`config.mk`:
```
export PLATFORM = sky130hd
export DESIGN_NAME = uart_tx_buffer
export DESIGN_NICKNAME = d
export VERILOG_FILES = /design/src/rtl/uart_tx_buffer_pkg.sv /design/src/rtl/uart_fifo.sv /design/src/rtl/uart_tx_buffer.sv
export SDC_FILE = /design/constraint.sdc
export NUM_CORES = 1
export LEC_CHECK = 0
export CORE_ASPECT_RATIO = 1.5
export CORE_MARGIN = 4
export CORE_UTILIZATION = 52
export DETAILED_ROUTE_END_ITERATION = 7
export HOLD_SLACK_MARGIN = 0.1
export PLACE_DENSITY = 0.73
export SYNTH_ARGS = -nofsm -noshare
export SYNTH_HDL_FRONTEND = slang
export SYNTH_SLANG_ARGS = --single-unit
```
`constraint.sdc`:
```
create_clock -name clk -period 6.27 [get_ports clk]
set_input_delay 0.9405 -clock clk [delete_from_list [all_inputs] [get_ports clk]]
set_output_delay 0.9405 -clock clk [all_outputs]
set_load 0.01 [all_outputs]
```
`src/rtl/uart_tx_buffer_pkg.sv`:
```
// Shared UART transmitter definitions: shifter state encoding, the UART MMIO
// address, and the line level each shifter state drives.
package uart_tx_buffer_pkg;

  typedef enum logic [1:0] {
    UART_IDLE  = 2'd0,
    UART_START = 2'd1,
    UART_DATA  = 2'd2,
    UART_STOP  = 2'd3
  } uart_state_e;

  // Store target decoded by the memory controller; kept here so both agree.
  localparam logic [31:0] UART_MMIO_ADDR = 32'h1000_0000;

  function automatic logic line_level(input uart_state_e st, input logic data_bit);
    case (st)
      UART_START: return 1'b0;
      UART_DATA:  return data_bit;
      default:    return 1'b1;
    endcase
  endfunction

endpackage

```
`src/rtl/uart_fifo.sv`:
```
// Synchronous byte FIFO with registered full/empty, an explicit occupancy count
// and a sticky overflow flag for writes dropped while full.
module uart_fifo #(
  parameter  int DEPTH = 16,
  localparam int AW    = $clog2(DEPTH),
  localparam int CW    = AW + 1
) (
  input  logic          clk,
  input  logic          rst_n,
  input  logic          wr_en,
  input  logic [7:0]    wr_data,
  input  logic          rd_en,
  output logic [7:0]    rd_data,
  output logic          full,
  output logic          empty,
  output logic [CW-1:0] count,
  output logic          overflow
);

  logic [7:0]    mem_q [DEPTH];
  logic [AW-1:0] wr_ptr_q, wr_ptr_d;
  logic [AW-1:0] rd_ptr_q, rd_ptr_d;
  logic [CW-1:0] count_q, count_d;
  logic          full_q, full_d;
  logic          empty_q, empty_d;
  logic          overflow_q, overflow_d;
  logic          push, pop;

  // Push is gated by the registered full flag even if a pop happens on the same edge.
  assign push = wr_en && !full_q;
  assign pop  = rd_en && !empty_q;

  // NOTE: every signal assigned here gets a default first, otherwise a missed branch infers a latch.
  always_comb begin
    wr_ptr_d   = wr_ptr_q;
    rd_ptr_d   = rd_ptr_q;
    count_d    = count_q;
    overflow_d = overflow_q | (wr_en & full_q);
    if (push) wr_ptr_d = wr_ptr_q + AW'(1);
    if (pop)  rd_ptr_d = rd_ptr_q + AW'(1);
    case ({push, pop})
      2'b10:   count_d = count_q + CW'(1);
      2'b01:   count_d = count_q - CW'(1);
      default: count_d = count_q;
    endcase
    full_d  = (count_d == CW'(DEPTH));
    empty_d = (count_d == '0);
  end

  // NOTE: state flops use non-blocking assignments so every flop samples pre-edge values.
  always_ff @(posedge clk or negedge rst_n) begin
    if (!rst_n) begin
      wr_ptr_q   <= '0;
      rd_ptr_q   <= '0;
      count_q    <= '0;
      full_q     <= 1'b0;
      empty_q    <= 1'b1;
      overflow_q <= 1'b0;
    end else begin
      wr_ptr_q   <= wr_ptr_d;
      rd_ptr_q   <= rd_ptr_d;
      count_q    <= count_d;
      full_q     <= full_d;
      empty_q    <= empty_d;
      overflow_q <= overflow_d;
    end
  end

  // NOTE: storage is deliberately not reset; empty/count guard every read, so RAM can be inferred.
  always_ff @(posedge clk) begin
    if (push) mem_q[wr_ptr_q] <= wr_data;
  end

  assign rd_data  = mem_q[rd_ptr_q];
  assign full     = full_q;
  assign empty    = empty_q;
  assign count    = count_q;
  assign overflow = overflow_q;

endmodule

```
`src/rtl/uart_tx_buffer.sv`:
```
// Buffered 8N1 UART transmitter: CPU byte stores queue in uart_fifo and a
// baud-timed shifter drains them onto uart_tx with back-to-back frames.
module uart_tx_buffer
  import uart_tx_buffer_pkg::*;
#(
  parameter  int CLK_FREQ = 27_000_000,
  parameter  int BAUD     = 115_200,
  parameter  int DEPTH    = 16,
  localparam int CW       = $clog2(DEPTH) + 1
) (
  input  logic          clk,
  input  logic          cpu_resetn,
  input  logic          wr_en,
  input  logic [7:0]    wr_data,
  output logic          fifo_full,
  output logic          fifo_empty,
  output logic [CW-1:0] fifo_count,
  output logic          overflow,
  output logic          tx_busy,
  output logic          uart_tx
);

  localparam int CLKS_PER_BIT = CLK_FREQ / BAUD;
  localparam int BW           = $clog2(CLKS_PER_BIT);

  uart_state_e   state_q, state_d;
  logic [BW-1:0] baud_q, baud_d;
  logic [2:0]    bit_idx_q, bit_idx_d;
  logic [7:0]    shift_q, shift_d;
  logic          uart_tx_q, uart_tx_d;
  logic          baud_last;
  logic          pop;
  logic [7:0]    fifo_rd_data;

  uart_fifo #(.DEPTH(DEPTH)) u_fifo (
    .clk      (clk),
    .rst_n    (cpu_resetn),
    .wr_en    (wr_en),
    .wr_data  (wr_data),
    .rd_en    (pop),
    .rd_data  (fifo_rd_data),
    .full     (fifo_full),
    .empty    (fifo_empty),
    .count    (fifo_count),
    .overflow (overflow)
  );

  assign baud_last = (baud_q == BW'(CLKS_PER_BIT - 1));

  always_comb begin
    state_d   = state_q;
    bit_idx_d = bit_idx_q;
    shift_d   = shift_q;
    pop       = 1'b0;
    unique case (state_q)
      UART_IDLE: begin
        if (!fifo_empty) begin
          pop     = 1'b1;
          shift_d = fifo_rd_data;
          state_d = UART_START;
        end
      end
      UART_START: begin
        if (baud_last) begin
          state_d   = UART_DATA;
          bit_idx_d = 3'd0;
        end
      end
      UART_DATA: begin
        if (baud_last) begin
          if (bit_idx_q == 3'd7) begin
            state_d = UART_STOP;
          end else begin
            bit_idx_d = bit_idx_q + 3'd1;
            shift_d   = shift_q >> 1;
          end
        end
      end
      UART_STOP: begin
        // Reloading straight from STOP keeps consecutive frames gap-free.
        if (baud_last) begin
          if (!fifo_empty) begin
            pop     = 1'b1;
            shift_d = fifo_rd_data;
            state_d = UART_START;
          end else begin
            state_d = UART_IDLE;
          end
        end
      end
    endcase

    if (state_q == UART_IDLE || baud_last) baud_d = '0;
    else                                   baud_d = baud_q + BW'(1);

    uart_tx_d = line_level(state_d, shift_d[0]);
  end

  always_ff @(posedge clk or negedge cpu_resetn) begin
    if (!cpu_resetn) begin
      state_q   <= UART_IDLE;
      baud_q    <= '0;
      bit_idx_q <= '0;
      shift_q   <= '0;
      uart_tx_q <= 1'b1;
    end else begin
      state_q   <= state_d;
      baud_q    <= baud_d;
      bit_idx_q <= bit_idx_d;
      shift_q   <= shift_d;
      uart_tx_q <= uart_tx_d;
    end
  end

  assign uart_tx = uart_tx_q;
  assign tx_busy = (state_q != UART_IDLE);

endmodule

```
==> results_tabular.tex, run 1 <==
\begin{tabular}{lr}
\hline
Metric & Value \\
\hline
\multicolumn{2}{l}{\textbf{Placement}} \\
\quad Count of buffers from port buffering & 20 \\
\quad Dpl ws & 2510 ps \\
\quad Final weighted congestion of routability-driven global placement & $\sim$0.91 \\
\quad Number of placed cells counting well taps & about 560 \\
\quad Total half-perimeter wirelength after legalization and detailed placement & roughly 8.4 mm \\
\multicolumn{2}{l}{\textbf{Timing}} \\
\quad Endpoints failing hold & 0 \\
\quad Final-layout worst hold slack & 456 ps \\
\quad Worst Max-Slew Pin Slew & around 990 ps \\
\quad Final period demand of the worst path & about 3400 ps \\
\quad Upper clock frequency limit & 0.293 GHz \\
\quad Worst Skew & approximately 15 ps \\
\quad Final number of setup-violating endpoints & 0 \\
\quad RSZ-0062 raised after global routing & false \\
\quad Relative slew margins & 0.335 \\
\quad Accumulated negative setup slack & 0 ps \\
\quad Pins Over Slew Limit & 0 \\
\quad Final critical-path setup slack & 2850 ps \\
\quad Final cycle utilization of the critical path & 0.545 \\
\multicolumn{2}{l}{\textbf{Clock tree}} \\
\quad Worst-path clk slew & roughly 60 ps \\
\quad \# resized after CTS & 0 \\
\quad Number of levels in the clock H-tree & 4 \\
\quad Setup repair bufs after CTS & 0 \\
\quad Clock tree from TritonCTS & built \\
\quad Total clock buffers created by CTS & 17 \\
\quad Sink Count & between 150 and 200 \\
\quad Cts hold-fix bufs & 0 \\
\quad Bufs on Longest Clock Path & 2 \\
\quad Clock Latency Late Sink & between 400 and 500 ps \\
\quad Cell chosen for the clock root & clkbuf\_16 \\
\multicolumn{2}{l}{\textbf{Yosys}} \\
\quad Post-Synthesis Mean Instance Area & 17.9 sq um \\
\quad Post-synthesis async set-or-reset flop share & 0.229 \\
\quad Library cell occupying the most area in the post-synthesis netlist & edfxtp\_1 \\
\quad Distinct cells, synth & 48 \\
\quad Dominant synthesized flop cell & edfxtp\_1 \\
\quad Top-area cell type share of the netlist area & 0.546 \\
\quad Syn\_nets & roughly 420 \\
\quad Number of synthesized flops with an enable pin & between 100 and 150 \\
\quad Cells after Synth & between 300 and 400 \\
\quad Cell area after synthesis & between 7000 and 8000 sq um \\
\quad Synthesis Warnings & 0 \\
\quad Flip-flop and latch count after synthesis & roughly 170 \\
\quad Post-synthesis sequential area ratio & 0.681 \\
\quad Cell types with the largest area share after synthesis & edfxtp\_1, dfrtp\_1, mux4\_2 \\
\multicolumn{2}{l}{\textbf{Route}} \\
\quad Total number of vias & around 3600 \\
\quad Average detailed-routed wire length per instance & about 23 microns \\
\quad DR iter-0 viols & 195 \\
\quad Number of antenna-violating nets in the routed design & 0 \\
\quad DRC errors left & 0 \\
\quad Final Routed Wirelength & between 10 and 15 mm \\
\quad First-pass detailed-route iteration total & 4 \\
\quad Per-cell via count in the routed design & 6.02 \\
\multicolumn{2}{l}{\textbf{Die}} \\
\quad Die boundary height & 151 microns \\
\quad Starting Density & 0.536 \\
\quad Core Region & 13100 sq um \\
\quad Total die area & 15500 sq um \\
\quad Boundary pin count & 21 \\
\quad Standard-cell rows & $\sim$50 \\
\quad Width of the chip & slightly above 100 microns \\
\multicolumn{2}{l}{\textbf{Worst setup path}} \\
\quad Maximum fanout along the worst path & 5 \\
\quad Arrival @ worst endpoint & between 3000 and 4000 ps \\
\quad CP required & roughly 6600 ps \\
\quad Worst stage delay on the critical path & roughly 580 ps \\
\quad Critical-path cell list & inv\_1 -> ha\_1 -> and4b\_1 -> a31oi\_1 -> nor3\_1 -> ha\_1 -> ha\_1 -> a21o\_1 -> a21oi\_1 -> xor2\_1 -> or3\_1 -> and3b\_1 \\
\quad Worst Setup End Kind & flip-flop \\
\quad Cell at the slowest stage of the critical path & nor3\_1 \\
\quad Critical Path Most Common Cell & ha\_1 \\
\quad Crit path launch type & flip-flop \\
\quad Category of the most critical setup path & flip-flop to flip-flop \\
\quad Reg2Reg Depth & 12 \\
\multicolumn{2}{l}{\textbf{Cells and area}} \\
\quad Layout cells sized above 1 & 0.177 \\
\quad Register area & roughly 4800 sq um \\
\quad Final instance count without filler cells & about 590 \\
\quad Multi-input gate area & 2100 sq um \\
\quad Most used cells in the layout excluding fill and tap cells & edfxtp\_1, mux4\_2, dfrtp\_1 \\
\quad Total inserted antenna cells & 0 \\
\quad Filler cell count & 954 \\
\quad Area growth syn-to-layout & 13.0\% \\
\quad Layout net count & $\sim$450 \\
\quad Most frequent standard cell in the layout excluding fill and tap cells & edfxtp\_1 \\
\multicolumn{2}{l}{\textbf{Global route}} \\
\quad Number of antenna violations at the first check in global routing & 0 \\
\quad Wire length of the first global-routing pass & between 20 and 25 mm \\
\quad Total congestion overflow after global routing & 0 \\
\quad Overall routing resource usage & 0.193 \\
\quad Number of global-route vias before repair & approximately 3700 \\
\quad Pin count of the biggest net entering global routing & 39 \\
\multicolumn{2}{l}{\textbf{Hold path}} \\
\quad Type of the most critical hold path & flip-flop to flip-flop \\
\quad Cell depth of the worst min-delay path & 1 \\
\multicolumn{2}{l}{\textbf{Power}} \\
\quad PnR Total Power & approximately 3500 uW \\
\quad Power density over cell area & 442 nW/um\^{}2 \\
\quad Peak supply drop & roughly 0.23 mV \\
\quad Static leakage & 0.00282 uW \\
\multicolumn{2}{l}{\textbf{Outcome}} \\
\quad Run status & completed \\
\multicolumn{2}{l}{\textbf{Job}} \\
\quad Number of violations of the max-capacitance limit & 0 \\
\hline
\end{tabular}
[Yosys cell counts (6+ instances only)]
master,instances
dfrtp_1,36
inv_1,13
nor2b_1,7
a21oi_1,8
nand2_1,17
xnor2_1,9
and2_1,17
nor2_1,12
mux4_2,36
xor2_1,7
o21ai_0,11
nor3_1,7
ha_1,18
a221o_1,6
edfxtp_1,128
[report_power, final]
| part | switching, uW | total, uW | internal [uW] | leakage, uW |
|---|---|---|---|---|
| sequential | 167 | 1530 | 1360 | 0.00164 |
| combinational | 427 | 927 | 500 | 0.000897 |
| clock | 435 | 1070 | 631 | 0.000285 |
[worst max-delay path, delay by kind of cell, from the launching register on]
kind | cells | cell delay [ps]
xor gates and xnor gates | 1 | 90
buffers and inverters | 1 | 70
adders and majority gates | 3 | 870
AOI/OAI and AO/OA | 3 | 520
and+or+nand+nor | 4 | 1390
DFF | 1 | 410
[cell families (layout without fill, tap and decap cells)]
kind of cell	count (synthesis)	in the layout	share of synthesized area
muxes	43	43	0.135
AOI/OAI and AO/OA	42	42	0.0418
adders and majority gates	19	19	0.0348
xor gates and xnor gates	16	16	0.0199
buffers and inverters	25	66	0.0204
DFF	166	166	0.681
and+or+nand+nor	83	83	0.0670
[routing by layer]
layer / vias to the layer above / routed length, microns / global-route usage
met5: - / 0 / 0
met4: 0 / 206 / 0.0687
met3: 13 / 470 / 0.0399
met2: 73 / 7490 / 0.334
met1: 1873 / 5260 / 0.238
li1: 1616 / - / -
[sequential cells by signal, summed over array words and instances (netlist names)]
register,flops
u_fifo.mem_q,128
u_fifo.full,1
u_fifo.count,5
baud_q,8
bit_idx_q,3
uart_tx,1
shift_q,8
u_fifo.overflow,1
state_q,2
u_fifo.rd_ptr_q,4
u_fifo.wr_ptr_q,4
u_fifo.empty,1
[metrics by stage]
step                utilization  cell area, sq um
finish                    0.605              7950
floorplan                     -              7040
CTS                       0.605              7950
global route              0.605              7950
detailed placement        0.559              7350
global placement          0.559              7350
[worst paths after layout]
kind	start	to	slack [ps]
min	u_fifo.overflow	u_fifo.overflow	460
max reg2reg	baud_q[1]	u_fifo.empty	2850
max	baud_q[1]	u_fifo.empty	2850
min in group asynchronous	cpu_resetn	baud_q[7]	630
max in group asynchronous	cpu_resetn	u_fifo.rd_ptr_q[1]	5060
min reg2reg	u_fifo.overflow	u_fifo.overflow	460
[area by class of cell]
| type | instances | share of cell area |
|---|---|---|
| clock inverter | 14 | 0.0219 |
| tap | 159 | 0.0250 |
| multi-input combinational | 203 | 0.264 |
| clock buffer | 18 | 0.0540 |
| inverter | 13 | 0.00614 |
| timing repair buffer | 21 | 0.0255 |
| sequential | 166 | 0.604 |
(Power assumes the default switching activity.)
==> run 2: changes to the inputs <==
==> constraint.sdc (replaced) <==
create_clock -name clk -period 3.44 [get_ports clk]
set_input_delay 0.516 -clock clk [delete_from_list [all_inputs] [get_ports clk]]
set_output_delay 0.516 -clock clk [all_outputs]
set_load 0.01 [all_outputs]
==> run 2 against run 1 <==
First-iteration DRC count rose by 45%. Total power rose by 81%. Final cell count rose by 0.34%. Combinational power rose by 95%. Critical path depth fell by 1. Count of clock-buffer cells in the layout fell by 1. Non-clock buffer count rose by 4. Setup slack got worse by 2600 ps. Hold slack got worse by 260 ps. Clock skew fell by 6.2 ps.
==> results_tabular.tex, run 2 (synthesized netlist as in run 1, its figures left out) <==
\begin{tabular}{lr}
\hline
Metric & Value \\
\hline
\multicolumn{2}{l}{\textbf{Worst setup path}} \\
\quad Crit path launch type & flip-flop \\
\quad Maximum fanout along the worst path & 5 (unchanged) \\
\quad Worst Setup End Kind & flip-flop \\
\quad CP required & 3780 ps (-2840 ps) \\
\quad Category of the most critical setup path & flip-flop to flip-flop \\
\quad Arrival @ worst endpoint & 3500 ps (-260 ps) \\
\multicolumn{2}{l}{\textbf{Placement}} \\
\quad Total half-perimeter wirelength after legalization and detailed placement & 8.75 mm (+4.5\%) \\
\quad Count of buffers from port buffering & 20 (unchanged) \\
\quad Dpl ws & 286 ps (-2230 ps) \\
\quad Final weighted congestion of routability-driven global placement & 0.837 (-8.2\%) \\
\quad Total placed instance area & 7400 sq um (+0.73\%) \\
\multicolumn{2}{l}{\textbf{Cells and area}} \\
\quad Post-layout instance area & 7960 sq um (+0.14\%) \\
\quad Most used cells in the layout excluding fill and tap cells & edfxtp\_1, mux4\_2, dfrtp\_1 \\
\quad Multi-input gate area & 2100 sq um (unchanged) \\
\quad Registers with the highest flip-flop counts & u\_fifo.mem\_q: 128 flops, baud\_q: 8 flops, shift\_q: 8 flops \\
\quad Layout cells sized above 1 & 0.174 (-0.00310) \\
\quad Filler cell count & 957 (+0.31\%) \\
\quad Register area & 4800 sq um (about the same) \\
\quad Total inserted antenna cells & 0 (unchanged) \\
\quad Area growth syn-to-layout & 13.1\% \\
\quad Largest register by flop count & u\_fifo.mem\_q \\
\quad Largest register FFs & 128 (unchanged) \\
\quad Layout net count & 456 (+0.88\%) \\
\quad Most frequent standard cell in the layout excluding fill and tap cells & edfxtp\_1 \\
\multicolumn{2}{l}{\textbf{Power}} \\
\quad Power density over cell area & 802 nW/um\^{}2 (+81\%) \\
\quad Switching Fraction & 0.295 (+0.00318) \\
\quad Static leakage & 0.00284 uW (+0.68\%) \\
\quad PnR Total Power & 6390 uW (+81\%) \\
\quad Peak supply drop & 0.437 mV (+93\%) \\
\quad Design internal power & 4500 uW (+81\%) \\
\quad Part of the total power dissipated in the clock network & 0.283 (-0.020) \\
\quad P\_sw & 1890 uW (+83\%) \\
\quad Share of total power in combinational logic & 0.283 (+0.020) \\
\quad Relative contribution of sequential cells to total power & 0.434 (about the same) \\
\multicolumn{2}{l}{\textbf{Route}} \\
\quad Final Routed Wirelength & 14.0 mm (+4.4\%) \\
\quad Number of antenna-violating nets in the routed design & 0 (unchanged) \\
\quad Total number of vias & 3633 (+1.6\%) \\
\quad Per-cell via count in the routed design & 6.10 (+1.3\%) \\
\quad First-pass detailed-route iteration total & 4 (unchanged) \\
\quad DR iter-0 viols & 283 (+45\%) \\
\quad DRC errors left & 0 (unchanged) \\
\quad Average detailed-routed wire length per instance & 23.5 microns (+4.1\%) \\
\multicolumn{2}{l}{\textbf{Clock tree}} \\
\quad Total clock buffers created by CTS & 17 (unchanged) \\
\quad Bufs on Longest Clock Path & 2 (unchanged) \\
\quad Worst-path clk slew & 60 ps (about the same) \\
\quad Sink Count & 166 (unchanged) \\
\quad Cts hold-fix bufs & 0 (unchanged) \\
\quad Clock tree from TritonCTS & built \\
\quad Cell chosen for the clock root & clkbuf\_16 \\
\quad Number of levels in the clock H-tree & 4 (unchanged) \\
\quad Setup repair bufs after CTS & 0 (unchanged) \\
\quad \# resized after CTS & 0 (unchanged) \\
\quad Clock Latency Late Sink & 420 ps (about the same) \\
\multicolumn{2}{l}{\textbf{Global route}} \\
\quad Most crowded layer after global routing & met2 \\
\quad Number of global-route vias before repair & 3817 (+3.0\%) \\
\quad Total congestion overflow after global routing & 0 (unchanged) \\
\quad Met3 track utilization from global routing & 0.0515 (+0.0116) \\
\quad Number of antenna violations at the first check in global routing & 0 (unchanged) \\
\quad Met1 global-route usage & 0.223 (-0.0151) \\
\quad Pin count of the biggest net entering global routing & 39 (unchanged) \\
\quad Met2 Usage GRT & 0.367 (+0.0331) \\
\quad Wire length of the first global-routing pass & 22.2 mm (+3.9\%) \\
\quad Overall routing resource usage & 0.204 (+0.0105) \\
\multicolumn{2}{l}{\textbf{Timing}} \\
\quad Final period demand of the worst path & 3160 ps (-257 ps) \\
\quad Upper clock frequency limit & 0.317 GHz (+8.1\%) \\
\quad Final cycle utilization of the critical path & 0.918 (+0.373) \\
\quad Worst Max-Slew Pin Slew & 972 ps (-15.6 ps) \\
\quad Relative slew margins & 0.346 (+0.0105) \\
\quad Final number of setup-violating endpoints & 0 (unchanged) \\
\quad RSZ-0062 raised after global routing & false \\
\quad Accumulated negative setup slack & 0 ps (unchanged) \\
\quad Final critical-path setup slack & 282 ps (-2570 ps) \\
\quad Endpoints failing hold & 0 (unchanged) \\
\quad Pins Over Slew Limit & 0 (unchanged) \\
\quad Worst Skew & 8.93 ps (-6.23 ps) \\
\quad Final-layout worst hold slack & 193 ps (-263 ps) \\
\multicolumn{2}{l}{\textbf{Die}} \\
\quad Total die area & 15500 sq um (unchanged) \\
\quad Die boundary height & 151 microns (unchanged) \\
\quad Boundary pin count & 21 (unchanged) \\
\quad Width of the chip & 103 microns (unchanged) \\
\quad Starting Density & 0.536 (unchanged) \\
\quad Core Region & 13100 sq um (unchanged) \\
\quad Standard-cell rows & 51 (unchanged) \\
\multicolumn{2}{l}{\textbf{Job}} \\
\quad Number of violations of the max-capacitance limit & 0 (unchanged) \\
\multicolumn{2}{l}{\textbf{Hold path}} \\
\quad Type of the most critical hold path & primary input to asynchronous set/reset pin \\
\multicolumn{2}{l}{\textbf{Outcome}} \\
\quad Run status & completed \\
\hline
\end{tabular}
[run 2: changes by cell type in the layout (fill, tap and decap cells not counted)]
cell,delta
buf_12,+2
buf_4,+2
bufinv_16,-1
clkbuf_1,-1
clkinv_1,+3
clkinv_4,+3
clkinvlp_4,-3
dfrtp_1,+1
dfrtp_2,-1
inv_6,-4
inv_8,+1
[run 2: per-layer routing]
metal / up-vias / routed length [microns]
li1: 1620 / -
met1: 1890 / 4980
met2: 96 / 8080
met3: 27 / 625
met4: 0 / 338
met5: - / 0
[run 2: path summary, 6_finish.rpt]
check                      slack, ps             from                 end  depth (start not counted)
setup / recovery                 280        baud_q[0]         u_fifo.full                         11
hold / removal                   190       cpu_resetn     u_fifo.count[3]                          1
setup reg to reg                 280        baud_q[0]         u_fifo.full                         11
hold reg to reg                  460  u_fifo.overflow     u_fifo.overflow                          1
max in group asynchronous       2670       cpu_resetn  u_fifo.rd_ptr_q[0]                          1
min in group clk                 460  u_fifo.overflow     u_fifo.overflow                          1
[run 2: final cells by class]
| cell class | instances | share of cell area |
|---|---|---|
| Clock buffer | 17 | 0.0534 |
| Clock inverter | 13 | 0.0170 |
| Inverter | 13 | 0.00613 |
| Multi-Input combinational cell | 203 | 0.264 |
| Sequential cell | 166 | 0.603 |
| Tap cell | 159 | 0.0250 |
| Timing Repair Buffer | 25 | 0.0324 |
[run 2: power by group through the flow]
stage / registers (uW) / logic [uW] / clock network [uW]
final: 2770 / 1810 / 1810
after global routing: 2810 / 1970 / 1920
after CTS: 2770 / 1830 / 1840
after detailed placement: 2800 / 1810 / 0
after global placement: 2790 / 1740 / 0
after floorplan: 2670 / 1370 / 0
[run 2: per-stage QoR]
step                utilization  instances
floorplan                     -        394
global placement          0.563        566
detailed placement        0.563        566
CTS                       0.606        596
global route              0.606        596
finish                    0.606        596
[run 2: critical path: stages (launching register included)]
cell and delay, ps:
dfrtp_1 420, ha_1 220, and4b_1 250, a31oi_1 340, nor3_1 150, ha_1 310
fa_1 430, a21o_1 170, a21oi_1 160, xor2_1 90, or3_1 350, a21oi_1 180
==> run 3: changes to the inputs <==
--- a/config.mk
+++ b/config.mk
@@ -5,12 +5,15 @@
 export SDC_FILE = /design/constraint.sdc
 export NUM_CORES = 1
 export LEC_CHECK = 0
+export CELL_PAD_IN_SITES_DETAIL_PLACEMENT = 1
+export CELL_PAD_IN_SITES_GLOBAL_PLACEMENT = 2
 export CORE_ASPECT_RATIO = 1.5
 export CORE_MARGIN = 4
-export CORE_UTILIZATION = 52
+export CORE_UTILIZATION = 47
 export DETAILED_ROUTE_END_ITERATION = 7
 export HOLD_SLACK_MARGIN = 0.1
-export PLACE_DENSITY = 0.73
+export PLACE_DENSITY = 0.83
+export SKIP_CTS_REPAIR_TIMING = 1
 export SYNTH_ARGS = -nofsm -noshare
 export SYNTH_HDL_FRONTEND = slang
 export SYNTH_SLANG_ARGS = --single-unit
==> run 3 against run 2 <==
Design area rose by 1.0%. Via count is 0.83% lower. First-iteration DRC count fell by 12%. Sequential share of layout area is 0.62 points lower. Count of clock-buffer cells in the layout up 2. Register-to-register slack about the same. Clock skew increased by 4.3 ps. Hold slack improved by 19 ps. Clock power rose by 8%. Critical path depth stayed put. Non-clock buffer count unchanged. Critical path type unchanged. Largest power group unchanged. Highest routed layer unchanged.
==> results_tabular.tex, run 3 (synthesized netlist as in run 1, its figures left out) <==
\begin{tabular}{lr}
\hline
Metric & Value \\
\hline
\multicolumn{2}{l}{\textbf{Global route}} \\
\quad Pin count of the biggest net entering global routing & 39 (unchanged) \\
\quad Overall routing resource usage & 0.191 (-0.0128) \\
\quad Number of antenna violations at the first check in global routing & 0 (unchanged) \\
\quad Total congestion overflow after global routing & 0 (unchanged) \\
\quad Wire length of the first global-routing pass & 23.2 mm (+4.6\%) \\
\quad Number of global-route vias before repair & 3905 (+2.3\%) \\
\multicolumn{2}{l}{\textbf{Worst setup path}} \\
\quad Arrival @ worst endpoint & 3500 ps (about the same) \\
\quad Reg2Reg Depth & 11 (unchanged) \\
\quad Maximum fanout along the worst path & 5 (unchanged) \\
\quad Worst Setup End Kind & flip-flop \\
\quad Category of the most critical setup path & flip-flop to flip-flop \\
\quad Crit path launch type & flip-flop \\
\quad CP required & 3800 ps (+20 ps) \\
\multicolumn{2}{l}{\textbf{Clock tree}} \\
\quad Sink Count & 166 (unchanged) \\
\quad Cell chosen for the clock root & clkbuf\_16 \\
\quad Worst-path clk slew & 60 ps (about the same) \\
\quad Number of levels in the clock H-tree & 4 (unchanged) \\
\quad Bufs on Longest Clock Path & 2 (unchanged) \\
\quad Clock Latency Late Sink & 430 ps (about the same) \\
\quad Total clock buffers created by CTS & 17 (unchanged) \\
\quad Clock tree from TritonCTS & built \\
\multicolumn{2}{l}{\textbf{Die}} \\
\quad Starting Density & 0.482 (-0.0532) \\
\quad Width of the chip & 108 microns (+4.8\%) \\
\quad Core Region & 14600 sq um (+11\%) \\
\quad Boundary pin count & 21 (unchanged) \\
\quad Die boundary height & 158 microns (+4.9\%) \\
\quad Standard-cell rows & 54 (+5.9\%) \\
\quad Total die area & 17000 sq um (+9.9\%) \\
\multicolumn{2}{l}{\textbf{Cells and area}} \\
\quad Final instance count without filler cells & 635 (+6.5\%) \\
\quad Largest register by flop count & u\_fifo.mem\_q \\
\quad Area growth syn-to-layout & 14.3\% \\
\quad Most used cells in the layout excluding fill and tap cells & edfxtp\_1, mux4\_2, dfrtp\_1 \\
\quad Layout net count & 456 (unchanged) \\
\quad Total inserted antenna cells & 0 (unchanged) \\
\quad Most frequent standard cell in the layout excluding fill and tap cells & edfxtp\_1 \\
\quad Register area & 4800 sq um (unchanged) \\
\quad Registers with the highest flip-flop counts & u\_fifo.mem\_q: 128 flops, baud\_q: 8 flops, shift\_q: 8 flops \\
\quad Layout cells sized above 1 & 0.175 (+0.00149) \\
\quad Filler cell count & 1341 (+40\%) \\
\quad Largest register FFs & 128 (unchanged) \\
\quad Multi-input gate area & 2100 sq um (unchanged) \\
\multicolumn{2}{l}{\textbf{Timing}} \\
\quad Final-layout worst hold slack & 212 ps (+18.5 ps) \\
\quad Final period demand of the worst path & 3150 ps (-10.4 ps) \\
\quad Accumulated negative setup slack & 0 ps (unchanged) \\
\quad Final critical-path setup slack & 292 ps (+10.4 ps) \\
\quad Pins Over Slew Limit & 0 (unchanged) \\
\quad Endpoints failing hold & 0 (unchanged) \\
\quad Upper clock frequency limit & 0.318 GHz (+0.33\%) \\
\quad RSZ-0062 raised after global routing & false \\
\quad Relative slew margins & 0.370 (+0.0236) \\
\quad Worst Max-Slew Pin Slew & 937 ps (-35.1 ps) \\
\quad Final cycle utilization of the critical path & 0.915 (-0.00303) \\
\quad Final number of setup-violating endpoints & 0 (unchanged) \\
\quad Worst Skew & 13.3 ps (+4.32 ps) \\
\multicolumn{2}{l}{\textbf{Placement}} \\
\quad Final weighted congestion of routability-driven global placement & 0.827 (-1.3\%) \\
\quad Total half-perimeter wirelength after legalization and detailed placement & 9.42 mm (+7.7\%) \\
\quad Dpl ws & 281 ps (-5.58 ps) \\
\quad Count of buffers from port buffering & 20 (unchanged) \\
\quad Number of placed cells counting well taps & 603 (+6.5\%) \\
\multicolumn{2}{l}{\textbf{Route}} \\
\quad Total number of vias & 3603 (-0.83\%) \\
\quad DR iter-0 viols & 248 (-12\%) \\
\quad Per-cell via count in the routed design & 5.67 (-6.9\%) \\
\quad First-pass detailed-route iteration total & 4 (unchanged) \\
\quad Final Routed Wirelength & 14.6 mm (+4.4\%) \\
\quad Number of antenna-violating nets in the routed design & 0 (unchanged) \\
\quad DRC errors left & 0 (unchanged) \\
\quad Average detailed-routed wire length per instance & 23.0 microns (-2.1\%) \\
\multicolumn{2}{l}{\textbf{Outcome}} \\
\quad Run status & completed \\
\multicolumn{2}{l}{\textbf{Job}} \\
\quad Number of violations of the max-capacitance limit & 0 (unchanged) \\
\multicolumn{2}{l}{\textbf{Power}} \\
\quad Peak supply drop & 0.506 mV (+16\%) \\
\quad Static leakage & 0.00286 uW (+0.69\%) \\
\quad Power density over cell area & 811 nW/um\^{}2 (+1.2\%) \\
\multicolumn{2}{l}{\textbf{Hold path}} \\
\quad Type of the most critical hold path & primary input to asynchronous set/reset pin \\
\hline
\end{tabular}
## run 3: routing by layer
layer,wire length (microns),GRT usage,up-vias
met5,0,0,-
met4,179,0.0650,0
met3,431,0.0412,12
met2,8430,0.345,52
met1,5590,0.224,1916
li1,-,-,1623
## run 3: through the flow
stage / total power, uW / cell area, sq um / util
after floorplan: 4040 / 7040 / -
after global placement: 4540 / 7440 / 0.510
after detailed placement: 4620 / 7440 / 0.510
after CTS: 6620 / 8050 / 0.551
after global routing: 6880 / 8050 / 0.551
final: 6530 / 8050 / 0.551
## run 3: worst paths after layout
kind,from,to,slack [ps]
min,cpu_resetn,u_fifo.count[3],210
max reg2reg,baud_q[0],u_fifo.empty,290
min in group clk,u_fifo.overflow,u_fifo.overflow,490
max,baud_q[0],u_fifo.empty,290
min reg2reg,u_fifo.overflow,u_fifo.overflow,490
max in group asynchronous,cpu_resetn,u_fifo.rd_ptr_q[0],2610
## run 3: critical path: stages (launching register included)
cell,delay (ps)
dfrtp_1,420
ha_1,220
and4b_1,240
a31oi_1,340
nor3_1,140
ha_1,310
fa_1,430
a21o_1,180
a21oi_1,160
xor2_1,90
or3_1,360
and3b_1,180
## run 3: power breakdown
| group | internal (uW) | switching (uW) | leakage [uW] |
|---|---|---|---|
| registers | 2480 | 263 | 0.00164 |
| clock network | 1210 | 747 | 0.000299 |
| logic | 955 | 873 | 0.000922 |
## run 3: layout make-up
type	instances	area share
Tap cell	196	0.0305
Timing Repair Buffer	25	0.0305
Inverter	13	0.00606
Clock buffer	19	0.0538
Sequential cell	166	0.596
Multi-Input combinational cell	203	0.261
Clock inverter	13	0.0219
